<file path="config.mk">
export PLATFORM = sky130hd
export DESIGN_NAME = lcd_panel_responder_flat
export DESIGN_NICKNAME = d
export VERILOG_FILES = /design/src/rtl/lcd_panel_responder_if.sv /design/src/rtl/lcd_panel_responder.sv /design/src/flat_wrapper.sv
export SDC_FILE = /design/constraint.sdc
export NUM_CORES = 1
export LEC_CHECK = 0
export BUFFER_PORTS_ARGS = -buffer_cell sky130_fd_sc_hd__buf_2
export CORE_ASPECT_RATIO = 0.75
export CORE_MARGIN = 5
export CORE_UTILIZATION = 40
export CTS_CLUSTER_DIAMETER = 120
export CTS_CLUSTER_SIZE = 24
export DETAILED_ROUTE_END_ITERATION = 7
export PLACE_DENSITY_LB_ADDON = 0.1
export SYNTH_ARGS = -nofsm -noshare
export SYNTH_HDL_FRONTEND = slang
export SYNTH_SLANG_ARGS = --single-unit
</file>
<file path="constraint.sdc">
create_clock -name clk -period 4.6 [get_ports clk]
set_clock_uncertainty 0.05 [all_clocks]
set_input_delay 0.46 -clock clk [delete_from_list [all_inputs] [get_ports clk]]
set_output_delay 0.46 -clock clk [all_outputs]
set_load 0.05 [all_outputs]
</file>
<file path="src/rtl/lcd_panel_responder_if.sv">
// HD44780-style parallel bus between the LCD host controller (master) and the
// panel responder (slave).
interface lcd_panel_responder_if;
  logic       e;
  logic       rs;
  logic       rw;
  logic [7:0] lcd_data_in;
  logic [7:0] lcd_data_out;
  logic       data_oe;

  modport master (
    output e, rs, rw, lcd_data_in,
    input  lcd_data_out, data_oe
  );

  modport slave (
    input  e, rs, rw, lcd_data_in,
    output lcd_data_out, data_oe
  );
endinterface

</file>
<file path="src/rtl/lcd_panel_responder.sv">
// Character-LCD module side of the HD44780 bus: captures transactions on the
// falling edge of e, decodes instructions, keeps DDRAM/AC/flags, models busy time.
module lcd_panel_responder #(
  parameter int unsigned CLK_FREQ       = 30,
  parameter int unsigned DDRAM_DEPTH    = 80,
  parameter int unsigned POWERUP_CYCLES = 10000,
  parameter int unsigned CMD_CYCLES     = 1110,
  parameter int unsigned CLR_CYCLES     = 4500
) (
  input  logic                  clk,
  input  logic                  rst_n,
  lcd_panel_responder_if.slave  bus,
  output logic                  busy_flag,
  output logic [6:0]            addr_cnt,
  output logic                  display_on,
  output logic                  cursor_on,
  output logic                  blink_on,
  output logic                  two_line,
  output logic                  font_5x10,
  output logic                  incr_mode,
  output logic                  shift_mode,
  output logic [6:0]            shift_ofs,
  output logic                  protocol_err,
  input  logic [6:0]            dbg_addr,
  output logic [7:0]            dbg_data
);

  localparam logic [6:0]  LAST   = 7'(DDRAM_DEPTH - 1);
  localparam logic [15:0] PU_LD  = 16'(POWERUP_CYCLES);
  localparam logic [15:0] CMD_LD = 16'(CMD_CYCLES);
  localparam logic [15:0] CLR_LD = 16'(CLR_CYCLES);
  localparam logic [7:0]  BLANK  = 8'h20;

  localparam logic [0:0] ST_FILL = 1'b0;
  localparam logic [0:0] ST_RUN  = 1'b1;

  if (CLK_FREQ == 0 || DDRAM_DEPTH == 0 || DDRAM_DEPTH > 128) begin : g_bad_param
    $error("lcd_panel_responder: CLK_FREQ must be nonzero and DDRAM_DEPTH in 1..128");
  end

  logic [7:0]  mem [DDRAM_DEPTH];
  logic [0:0]  state;
  logic [6:0]  fill_idx;
  logic [15:0] busy_cnt, busy_cnt_next;

  logic       e_q, rs_q, rw_q;
  logic [7:0] data_q;
  logic       cgram_mode;

  logic       fall, exec, violation, do_op;
  logic       load, mem_we, start_clear;
  logic [15:0] load_val;
  logic [6:0] ac_n, ofs_n;
  logic       disp_n, cur_n, blink_n, two_n, font_n, incr_n, shift_n, cg_n;

  function automatic logic [6:0] step(input logic [6:0] v, input logic up);
    if (up) return (v == LAST) ? 7'd0 : v + 7'd1;
    else    return (v == 7'd0) ? LAST : v - 7'd1;
  endfunction

  // rs=0 reads have no side effects, so they never execute nor count as violations
  assign fall      = !bus.e && e_q;
  assign exec      = fall && !(rw_q && !rs_q);
  assign violation = exec && busy_flag;
  assign do_op     = exec && !busy_flag;

  always_comb begin
    ac_n        = addr_cnt;
    ofs_n       = shift_ofs;
    disp_n      = display_on;
    cur_n       = cursor_on;
    blink_n     = blink_on;
    two_n       = two_line;
    font_n      = font_5x10;
    incr_n      = incr_mode;
    shift_n     = shift_mode;
    cg_n        = cgram_mode;
    load        = 1'b0;
    load_val    = CMD_LD;
    mem_we      = 1'b0;
    start_clear = 1'b0;
    if (do_op) begin
      if (rs_q) begin
        load = 1'b1;
        if (rw_q) begin
          ac_n = step(addr_cnt, incr_mode);
        end else if (!cgram_mode) begin
          mem_we = 1'b1;
          ac_n   = step(addr_cnt, incr_mode);
          if (shift_mode) ofs_n = step(shift_ofs, incr_mode);
        end
      end else begin
        casez (data_q)
          8'b1???????: begin
            cg_n = 1'b0;
            ac_n = (data_q[6:0] <= LAST) ? data_q[6:0] : 7'd0;
            load = 1'b1;
          end
          8'b01??????: begin
            cg_n = 1'b1;
            load = 1'b1;
          end
          8'b001?????: begin
            two_n  = data_q[3];
            font_n = data_q[2];
            load   = 1'b1;
          end
          8'b0001????: begin
            if (data_q[3]) ofs_n = step(shift_ofs, data_q[2]);
            else           ac_n  = step(addr_cnt, data_q[2]);
            load = 1'b1;
          end
          8'b00001???: begin
            disp_n  = data_q[2];
            cur_n   = data_q[1];
            blink_n = data_q[0];
            load    = 1'b1;
          end
          8'b000001??: begin
            incr_n  = data_q[1];
            shift_n = data_q[0];
            load    = 1'b1;
          end
          8'b0000001?: begin
            ac_n     = 7'd0;
            ofs_n    = 7'd0;
            load     = 1'b1;
            load_val = CLR_LD;
          end
          8'b00000001: begin
            ac_n        = 7'd0;
            ofs_n       = 7'd0;
            incr_n      = 1'b1;
            start_clear = 1'b1;
            load        = 1'b1;
            load_val    = CLR_LD;
          end
          default: ;
        endcase
      end
    end
  end

  always_comb begin
    if (load)                busy_cnt_next = load_val;
    else if (busy_cnt != '0) busy_cnt_next = busy_cnt - 16'd1;
    else                     busy_cnt_next = '0;
  end

  always_ff @(posedge clk or negedge rst_n) begin
    if (!rst_n) begin
      state            <= ST_FILL;
      fill_idx         <= '0;
      busy_cnt         <= PU_LD;
      busy_flag        <= 1'b1;
      e_q              <= 1'b0;
      rs_q             <= 1'b0;
      rw_q             <= 1'b0;
      data_q           <= '0;
      cgram_mode       <= 1'b0;
      addr_cnt         <= '0;
      shift_ofs        <= '0;
      display_on       <= 1'b0;
      cursor_on        <= 1'b0;
      blink_on         <= 1'b0;
      two_line         <= 1'b0;
      font_5x10        <= 1'b0;
      incr_mode        <= 1'b1;
      shift_mode       <= 1'b0;
      protocol_err     <= 1'b0;
      bus.lcd_data_out <= '0;
      bus.data_oe      <= 1'b0;
    end else begin
      busy_cnt  <= busy_cnt_next;
      busy_flag <= (busy_cnt_next != '0);
      e_q       <= bus.e;
      if (bus.e) begin
        rs_q   <= bus.rs;
        rw_q   <= bus.rw;
        data_q <= bus.lcd_data_in;
      end

      // Blank-fill sequencer; clear always runs under a busy window far longer than the fill
      if (start_clear) begin
        state    <= ST_FILL;
        fill_idx <= '0;
      end else if (state == ST_FILL) begin
        if (fill_idx == LAST) state <= ST_RUN;
        else                  fill_idx <= fill_idx + 7'd1;
      end

      cgram_mode <= cg_n;
      addr_cnt   <= ac_n;
      shift_ofs  <= ofs_n;
      display_on <= disp_n;
      cursor_on  <= cur_n;
      blink_on   <= blink_n;
      two_line   <= two_n;
      font_5x10  <= font_n;
      incr_mode  <= incr_n;
      shift_mode <= shift_n;
      if (violation) protocol_err <= 1'b1;

      bus.data_oe <= bus.e && bus.rw;
      if (bus.e && bus.rw) begin
        if (bus.rs) bus.lcd_data_out <= cgram_mode ? 8'h00 : mem[addr_cnt];
        else        bus.lcd_data_out <= {busy_flag, addr_cnt};
      end else begin
        bus.lcd_data_out <= '0;
      end
    end
  end

  always_ff @(posedge clk) begin
    if (state == ST_FILL) mem[fill_idx] <= BLANK;
    else if (mem_we)      mem[addr_cnt] <= data_q;
  end

  assign dbg_data = (dbg_addr <= LAST) ? mem[dbg_addr] : 8'h00;

endmodule

</file>
<file path="src/flat_wrapper.sv">
// flat-port wrapper written by rule: the top's interface ports become plain ports
module lcd_panel_responder_flat 
#(
  parameter int unsigned CLK_FREQ       = 30,
  parameter int unsigned DDRAM_DEPTH    = 80,
  parameter int unsigned POWERUP_CYCLES = 10000,
  parameter int unsigned CMD_CYCLES     = 1110,
  parameter int unsigned CLR_CYCLES     = 4500
)
  (clk, rst_n, busy_flag, addr_cnt, display_on, cursor_on, blink_on, two_line, font_5x10, incr_mode, shift_mode, shift_ofs, protocol_err, dbg_addr, dbg_data, bus_e, bus_rs, bus_rw, bus_lcd_data_in, bus_lcd_data_out, bus_data_oe);
  lcd_panel_responder_if bus_i ();
  input  logic clk;
  input  logic rst_n;
  output logic busy_flag;
  output logic [6:0] addr_cnt;
  output logic display_on;
  output logic cursor_on;
  output logic blink_on;
  output logic two_line;
  output logic font_5x10;
  output logic incr_mode;
  output logic shift_mode;
  output logic [6:0] shift_ofs;
  output logic protocol_err;
  input  logic [6:0] dbg_addr;
  output logic [7:0] dbg_data;
  input wire logic [$bits(bus_i.e)-1:0] bus_e;
  input wire logic [$bits(bus_i.rs)-1:0] bus_rs;
  input wire logic [$bits(bus_i.rw)-1:0] bus_rw;
  input wire logic [$bits(bus_i.lcd_data_in)-1:0] bus_lcd_data_in;
  output wire logic [$bits(bus_i.lcd_data_out)-1:0] bus_lcd_data_out;
  output wire logic [$bits(bus_i.data_oe)-1:0] bus_data_oe;
  assign bus_i.e = bus_e;
  assign bus_i.rs = bus_rs;
  assign bus_i.rw = bus_rw;
  assign bus_i.lcd_data_in = bus_lcd_data_in;
  assign bus_lcd_data_out = bus_i.lcd_data_out;
  assign bus_data_oe = bus_i.data_oe;
  lcd_panel_responder #(.CLK_FREQ(CLK_FREQ), .DDRAM_DEPTH(DDRAM_DEPTH), .POWERUP_CYCLES(POWERUP_CYCLES), .CMD_CYCLES(CMD_CYCLES), .CLR_CYCLES(CLR_CYCLES)) u_core (.clk(clk), .rst_n(rst_n), .bus(bus_i), .busy_flag(busy_flag), .addr_cnt(addr_cnt), .display_on(display_on), .cursor_on(cursor_on), .blink_on(blink_on), .two_line(two_line), .font_5x10(font_5x10), .incr_mode(incr_mode), .shift_mode(shift_mode), .shift_ofs(shift_ofs), .protocol_err(protocol_err), .dbg_addr(dbg_addr), .dbg_data(dbg_data));
endmodule
</file>
---- After elaboration in Yosys (flattened, before gate mapping) ----
Memories as Yosys holds them, arrays and structs flattened.
Index checks and enable logic that the tools add are counted.
W data, S select, Z words.
word-level totals
  flip-flop bits (word level) ............. 68
  memory bits (writable) .................. 640
  input bits .............................. 20
  output and inout bits ................... 40
  memories ................................ 1
memory list
  name        depth  bits a word  read ports  clocked after Yosys merged registers in  write ports  RTL line                   source
  u_core.mem  80     8            2           0                                        1            lcd_panel_responder.sv:41  logic [7:0] mem [DDRAM_DEPTH];
operators by class
  add/sub/neg operators ................... 6
  order comparisons ....................... 2
  eq/ne operators ......................... 18
  muxes and demuxes ....................... 54
  bitwise logic cells ..................... 1
  reduce and logical (&&, ||, !) cells .... 29
operators with widths
  operator                 number
  $mux W7                  22
  $mux W16                 4
  $mux W8                  5
  $reduce_bool A16 Y1      2
  $add A7 B1 Y7 const B    3
  $eq A7 B7 Y1 const B     3
  $pmux W7 S3              1
  $mux W1                  18
  $reduce_or A8 Y1         2
  $sub A16 B1 Y16 const B  1
  $reduce_and A3 Y1        5
  $le A7 B7 Y1 const B     2
  $logic_not A7 Y1         2
  $pmux W7 S2              1
  $sub A7 B1 Y7 const B    2
  $mux W13                 1
  $eq A8 B1 Y1 const B     1
  $eq A7 B1 Y1 const B     1
  $eq A6 B1 Y1 const B     1
  $logic_and A1 B1 Y1      6
  $ne A2 B2 Y1 const B     3
  $reduce_and A6 Y1        1
  $eq A5 B1 Y1 const B     1
  $eq A4 B1 Y1 const B     1
  other kinds (15)         21

---- Logic depth before layout (Yosys ltp) ----
Gate-level depths: netlist of the first run.
  depth in word-level cells ............... 11
  gate-level depth with buffers ........... 13

---- Worst setup path before layout of the first run ----
OpenSTA, ideal clock, no wires.
  path type ............................... in2reg
  start point ............................. in bus_e
  end point ............................... mem u_core.mem[0][2] (data pin)
  setup time .............................. 0.574 ns
  arrival ................................. 3.308 ns
  data required time ...................... 3.976 ns
  setup slack ............................. 0.667 ns
  cell stages on the path ................. 5
  path buffers ............................ 2
  cells stage by stage .................... clkbuf_1 -> nor3b_2 -> nand3_1 -> clkbuf_1 -> nor2_1
between the ends
  longest elaborated chain between the ends .. 10
RTL lines
  what                           RTL line                    source
  from (decl)                    flat_wrapper.sv:27          input wire logic [$bits(bus_i.e)-1:0] bus_e;
  $logic_not A1 Y1               lcd_panel_responder.sv:62   assign fall = !bus.e && e_q;
  $logic_and A1 B1 Y1            lcd_panel_responder.sv:62
  $logic_and A1 B1 Y1            lcd_panel_responder.sv:63   assign exec = fall && !(rw_q && !rs_q);
  $logic_and A1 B1 Y1            lcd_panel_responder.sv:65   assign do_op = exec && !busy_flag;
  $mux W1                        lcd_panel_responder.sv:82   if (do_op) begin
  $mux W1                        lcd_panel_responder.sv:216  else if (mem_we) mem[addr_cnt] <= data_q;
  $mux W1                        lcd_panel_responder.sv:215  if (state == ST_FILL) mem[fill_idx] <= BLANK;
  $mux W1 (not written as such)  lcd_panel_responder.sv:216
  $reduce_or A8 Y1 (no line)     -
  $mux W8 (no line)              -
  to (decl)                      lcd_panel_responder.sv:41
No other way between the ends.

---- Worst setup path after layout of the first run ----
  start point ............................. in dbg_addr[0]
  end point ............................... out dbg_data[7]
between the ends
  longest elaborated chain between the ends .. 2
  elaborated cells between the ends (all ways) .. 3
RTL lines
  what                                                   RTL line                    source
  from (decl)                                            flat_wrapper.sv:25          input logic [6:0] dbg_addr;
  $mem_v2 Z80 W8 / $le A7 B7 Y1 (equally long branches)  -
  $mux W8 (*)                                            lcd_panel_responder.sv:219  assign dbg_data = (dbg_addr <= LAST) ? mem[dbg_addr] : 8'h00;
  to (decl)                                              flat_wrapper.sv:26          output logic [7:0] dbg_data;
Every way passes the cells marked *; elsewhere a longest branch is shown, timed or not.

==> results of run 1 <==
[cells in the final DEF, fill, tap and decap left out, types with 8 or more instances in the layout]
| cell | n |
|---|---|
| a211oi_1 | 26 |
| a21oi_1 | 56 |
| a221oi_1 | 11 |
| a22oi_1 | 30 |
| a31oi_1 | 16 |
| and3_1 | 8 |
| buf_12 | 15 |
| buf_2 | 55 |
| buf_4 | 126 |
| clkbuf_1 | 12 |
| clkbuf_16 | 35 |
| dfrtp_1 | 57 |
| edfxtp_1 | 640 |
| inv_1 | 21 |
| mux2_2 | 17 |
| mux2i_1 | 136 |
| mux4_2 | 308 |
| nand2_1 | 89 |
| nand2b_1 | 13 |
| nand3_1 | 20 |
| nand4_1 | 14 |
| nor2_1 | 154 |
| nor2b_1 | 19 |
| nor3_1 | 29 |
| o21ai_0 | 42 |
| o21ai_1 | 12 |
| o221ai_1 | 12 |
| o22ai_1 | 25 |
| o31ai_1 | 10 |
| or3_1 | 8 |
| xnor2_1 | 15 |
[area by class of cell]
type	instances	share of cell area
clock buffers	47	0.02449
inverters	25	0.002495
repair buffers	202	0.04222
clock inverters	2	0.0006654
multi-input cells	1175	0.3353
well taps	1140	0.03793
diodes	2	0.0001331
flip-flops and latches	708	0.5568
[worst max-delay path by stage]
stage                                             to  slack, ns  depth (start not counted)
after floorplan           u_core.mem[0][2]$_DFFE_PP_       0.67                          5
after global placement                   dbg_data[7]       0.62                          9
after detailed placement                 dbg_data[7]       0.60                          9
after CTS                                dbg_data[7]       0.60                          9
after global routing                     dbg_data[4]       0.56                          9
final                                    dbg_data[7]       0.54                          9
[layer usage]
metal  wire length, µm  up-vias
li1                  -     8597
met1             49250    11116
met2             49310      818
met3              7703      105
met4              1962        2
met5                13        -
[logic make-up after synthesis]
kind of cell	after synthesis	synth area share
fa+ha+maj	7	0.002549
flops	708	0.6091
mux	464	0.2485
compound gates	282	0.05444
simple gates	400	0.05513
buf+inv	167	0.02476
xor+xnor	22	0.005607
[state kept, by name (all words and copies together), names as in the netlist, 7 cells and up]
signal	flops
u_core.addr_cnt	7
u_core.data_q	8
u_core.mem	640
u_core.bus.lcd_data_out	8
u_core.busy_cnt	16
u_core.fill_idx	7
u_core.shift_ofs	7
[metrics by stage]
stage	power, µW	worst slack, ns	utilization	instances	area [µm²]
after floorplan	7351	0.6674	-	2050	34360
after global placement	7509	0.6169	0.4281	3246	36610
after detailed placement	7510	0.5983	0.4281	3246	36610
after CTS	10970	0.5984	0.4396	3299	37600
after global routing	11220	0.5560	0.4396	3299	37600
final	10870	0.5375	0.4397	3301	37600
[worst max-delay path: stages]
cell and delay, ns:
buf_8 0.29, buf_12 0.29, buf_4 0.31, mux4_2 0.53, mux2i_1 0.25, a21oi_1 0.11
a211oi_1 0.73, a22oi_1 0.26, buf_2 0.27
[power groups by stage]
stage / Clock [µW] / Combinational, µW / Sequential [µW]
after floorplan: 0 / 267 / 7080
after global placement: 0 / 426 / 7080
after detailed placement: 0 / 426 / 7080
after CTS: 3600 / 429 / 6940
after global routing: 3820 / 450 / 6940
final: 3510 / 423 / 6940
[timing repair]
action	in CTS	in global routing
buffers inserted	0	0
hold buffers	4	0
hold endpoints to repair	64	0
gates resized for setup	0	0
==> impl_metrics.env, run 1 <==
export IMPL_synthArstFlopShare=0.09605
export IMPL_netlist_area_um2=34360
export IMPL_syn_to_final_growth_pct=9.434
export IMPL_die_h_um=263.8
export IMPL_netlist_instances=2050
export IMPL_die_x_um=348.4
export IMPL_max_vdd_ir_drop_uv=183.6
export IMPL_fillCellCount=7529
export IMPL_p_sw_uw=2387
export IMPL_p_int_uw=8485
export IMPL_yosys_warnings=0
export IMPL_syn_num_nets=2077
export IMPL_clock_sinks=708
export IMPL_synth_ff_type="edfxtp_1"
export IMPL_start_util=0.4018
export IMPL_hold_class="input port to flip-flop"
export IMPL_cts_tree="done"
export IMPL_cp_arrival_ns=3.55
export IMPL_switching_share=0.2195
export IMPL_clock_fmax_mhz=246.2
export IMPL_slew_headroom=0.1753
export IMPL_clock_power_share=0.323
export IMPL_grt_max_degree=88
export IMPL_grtUsageMet3=0.03138
export IMPL_post_drt_wl_per_cell_um=32.79
export IMPL_yosysUniqueCellTypes=78
export IMPL_ys_ff_latch=708
export IMPL_ff_latch_area_um2=20940
export IMPL_rsz0062_at_grt="false"
export IMPL_slew_viol_final=0
export IMPL_r2r_cells=8
export IMPL_worstSetupPathType="input port to primary output"
export IMPL_ant_nets=0
export IMPL_drv_cap=0
export IMPL_holdWs_ns=0.02840
export IMPL_first_pass_iters=6
export IMPL_synth_commonest_cells="640 x edfxtp_1, 308 x mux4_2, 156 x nor2_1"
export IMPL_clk_path_buf_depth=3
export IMPL_power_density_nw_per_um2=289.1
export IMPL_busiest_layer="met1"
export IMPL_drive_gt1_frac=0.2779
export IMPL_synth_top_area_frac=0.5593
export IMPL_synth_edf_count=640
export IMPL_multi_input_area_um2=12610
export IMPL_synth_largest_area_cell="edfxtp_1"
export IMPL_cts_root_buf="clkbuf_16"
export IMPL_crit_path_start_kind="input port"
export IMPL_critPathMaxFanout=25
export IMPL_cts_clk_slew_worst_paths_ns=0.10
export IMPL_finalNetCount=2174
export IMPL_min_path_cells=2
export IMPL_end_kind="primary output"
export IMPL_fin_crit_sh=0.8832
export IMPL_status="complete, no violations"
export IMPL_vias_per_cell=6.252
export IMPL_power_leakage_uw=0.01117
export IMPL_timing_hold_violations_final=0
export IMPL_portBuffers=59
export IMPL_final_setup_tns_ns=0
export IMPL_rows=93
export IMPL_global_route_usage_met2=0.3562
export IMPL_avgSynthCellArea_um2=16.76
export IMPL_period_needed_ns=4.063
export IMPL_reg2reg_to="u_core.mem[71][0]$_DFFE_PP_"
export IMPL_vias=20638
export IMPL_grt_pass1_vias=20654
export IMPL_die_area_um2=91930
export IMPL_grt_pass1_wl_um=155300
export IMPL_cts_made_buffers=35
export IMPL_use_met1=0.3626
export IMPL_hold_start="bus_lcd_data_in[1]"
export IMPL_grt_remaining_overflow=0
export IMPL_yosysSeqAreaShare=0.6091
export IMPL_crit_start="dbg_addr[0]"
export IMPL_drt_iter0_drc=2216
export IMPL_clk_latency_ns=0.60
export IMPL_r2r_slack_ns=1.00
export IMPL_antenna_found_initial=3
export IMPL_routed_wl_um=108200
export IMPL_yosysMostFrequentCell="edfxtp_1"
export IMPL_grt_usage=0.2329
export IMPL_worstPathRequired_ns=4.09
export IMPL_place_gp_congestion=0.9041
export IMPL_io_pins=60
export IMPL_hpwl_um=74370
export IMPL_h_tree_depth=2
export IMPL_holdPathEnd="u_core.data_q[1]$_DFFE_PN0P_"
export IMPL_seq_power_share=0.638
export IMPL_drc_errors=0
export IMPL_worstMarginPinSlew_ns=1.232
export IMPL_setup_viol=0
export IMPL_ys_top_cells_by_area="edfxtp_1 56%, mux4_2 20%, dfrtp_1 4.4%"
export IMPL_worstReg2RegStart="u_core.busy_flag$_DFF_PN1_"
export IMPL_core_area_um2=85530
export IMPL_pwr_share_comb=0.039
(Power assumes the default switching activity.)
==> run 2, diff against run 1 <==
==> constraint.sdc (replaced) <==
create_clock -name clk -period 4.6 [get_ports clk]
set_clock_uncertainty 0.05 [all_clocks]
set_input_delay 0.23 -clock clk [delete_from_list [all_inputs] [get_ports clk]]
set_output_delay 0.23 -clock clk [all_outputs]
set_load 0.05 [all_outputs]
==> run 2 against run 1 <==
  * First-iteration DRC count increased by 14%
  * Sequential power is essentially flat
  * Sequential share of layout area shrank 0.18 points
  * Critical endpoint is now u_core.mem[55][7]$_DFFE_PP_
  * Largest power group unchanged
  * Highest routed layer unchanged
==> impl_metrics.env, run 2 (synthesis results as in run 1) <==
export IMPL_critPathMaxFanout=15
export IMPL_die_x_um=348.4
export IMPL_cts_hold_buf=19
export IMPL_r2r_slack_ns=0.71
export IMPL_post_drt_wl_per_cell_um=33.06
export IMPL_worstSetupPathType="flip-flop to flip-flop"
export IMPL_regMostFlops="u_core.mem"
export IMPL_place_gp_congestion=0.8787
export IMPL_power_leakage_uw=0.01124
export IMPL_syn_to_final_growth_pct=9.795
export IMPL_power_density_nw_per_um2=289.1
export IMPL_ff_latch_area_um2=20940
export IMPL_hold_class="input port to async pin"
export IMPL_pre_cts_slack_ns=0.7235
export IMPL_r2r_cells=6
export IMPL_antenna_diode_count=0
export IMPL_drc_errors=0
export IMPL_clk_path_buf_depth=3
export IMPL_core_area_um2=85530
export IMPL_cts_made_buffers=35
export IMPL_hpwl_um=74040
export IMPL_drive_gt1_frac=0.2767
export IMPL_fin_crit_sh=0.8448
export IMPL_grt_usage=0.2354
export IMPL_slew_headroom=0.1426
export IMPL_cts_root_buf="clkbuf_16"
export IMPL_rsz0062_at_grt="false"
export IMPL_status="complete, no violations"
export IMPL_setup_viol=0
export IMPL_ant_nets=0
export IMPL_portBuffers=59
export IMPL_worstPathRequired_ns=4.78
export IMPL_final_cell_mix="640 x edfxtp_1, 308 x mux4_2, 154 x nor2_1"
export IMPL_h_tree_depth=2
export IMPL_drt_iter0_drc=2533
export IMPL_multi_input_area_um2=12610
export IMPL_vias=20919
export IMPL_placed_cells=3248
export IMPL_end_kind="flip-flop"
export IMPL_die_h_um=263.8
export IMPL_ctsResizeCount=0
export IMPL_cts_clk_slew_worst_paths_ns=0.10
export IMPL_vias_per_cell=6.309
export IMPL_worstReg2RegStart="u_core.busy_flag$_DFF_PN1_"
export IMPL_clock_sinks=708
export IMPL_largest_reg_flops=640
export IMPL_reg2reg_to="u_core.mem[55][7]$_DFFE_PP_"
export IMPL_finalNetCount=2191
export IMPL_clock_fmax_mhz=257.3
export IMPL_start_util=0.4018
export IMPL_grt_remaining_overflow=0
export IMPL_fin_cells=3316
export IMPL_cts_setup_buffers=0
export IMPL_timing_hold_violations_final=0
export IMPL_fin_util=0.4411
export IMPL_final_setup_tns_ns=0
export IMPL_grt_pass1_vias=20434
export IMPL_top_regs="u_core.mem: 640 flops, u_core.busy_cnt: 16 flops"
export IMPL_rows=93
export IMPL_final_common_cell="edfxtp_1"
export IMPL_cp_arrival_ns=4.06
export IMPL_worst_slack_ns=0.7137
export IMPL_fillCellCount=7519
export IMPL_clk_latency_ns=0.61
export IMPL_crit_path_start_kind="flip-flop"
export IMPL_io_pins=60
export IMPL_worstMarginPinSlew_ns=1.286
export IMPL_die_area_um2=91930
export IMPL_cts_tree="done"
export IMPL_period_needed_ns=3.886
export IMPL_slew_viol_final=0
export IMPL_routed_wl_um=109600
export IMPL_holdWs_ns=0.07876
export IMPL_grt_max_degree=81
export IMPL_grt_pass1_wl_um=155600
export IMPL_antenna_found_initial=3
export IMPL_max_vdd_ir_drop_uv=236.4
export IMPL_first_pass_iters=5
export IMPL_drv_cap=0
==> run 2: report_power, final <==
group / internal, µW / switching [µW] / leakage (µW) / total [µW]
Clock: 1430 / 2100 / 0.000457 / 3530
Combinational: 152 / 284 / 0.00520 / 436
Sequential: 6920 / 28.7 / 0.00558 / 6940
Total: 8490 / 2410 / 0.0112 / 10900
==> run 2: worst max path at each step <==
stage	startpoint	end	slack, ns	cells past startpoint
after floorplan	u_core.busy_flag$_DFF_PN1_	u_core.mem[0][2]$_DFFE_PP_	0.82	4
after global placement	bus_e	u_core.mem[55][3]$_DFFE_PP_	0.84	7
after detailed placement	bus_e	u_core.mem[55][3]$_DFFE_PP_	0.72	7
after CTS	u_core.addr_cnt[0]$_DFFE_PN0P_	u_core.bus.lcd_data_out[6]$_DFF_PN0_	0.71	9
after global routing	u_core.rw_q$_DFFE_PN0P_	u_core.mem[55][3]$_DFFE_PP_	0.45	6
final	u_core.busy_flag$_DFF_PN1_	u_core.mem[55][7]$_DFFE_PP_	0.71	6
==> run 2: routing by layer <==
metal | routed length (µm) | global-route usage
met5 | 28 | 0
met4 | 1926 | 0.04343
met3 | 10380 | 0.05150
met2 | 49110 | 0.3517
met1 | 48200 | 0.3602
==> run 2: area by class of cell <==
cell class	instances	share of cell area
inverters	25	0.002487
clock buffers	47	0.02441
flip-flops and latches	708	0.5550
well taps	1140	0.03781
clock inverters	2	0.0006633
multi-input cells	1175	0.3342
repair buffers	219	0.04547
==> run 2: stage by stage <==
step	total power, µW	instance area (µm²)
after floorplan	7351	34360
after global placement	7513	36590
after detailed placement	7513	36590
after CTS	11010	37730
after global routing	11260	37730
final	10910	37730
==> run 2: critical path, stage by stage (launching register included) <==
cell and delay (ns):
dfstp_2 0.41, nor3b_2 0.38, nand3_1 0.59, buf_4 0.40, o31ai_1 0.39, o21ai_1 0.39, nor2_1 0.90
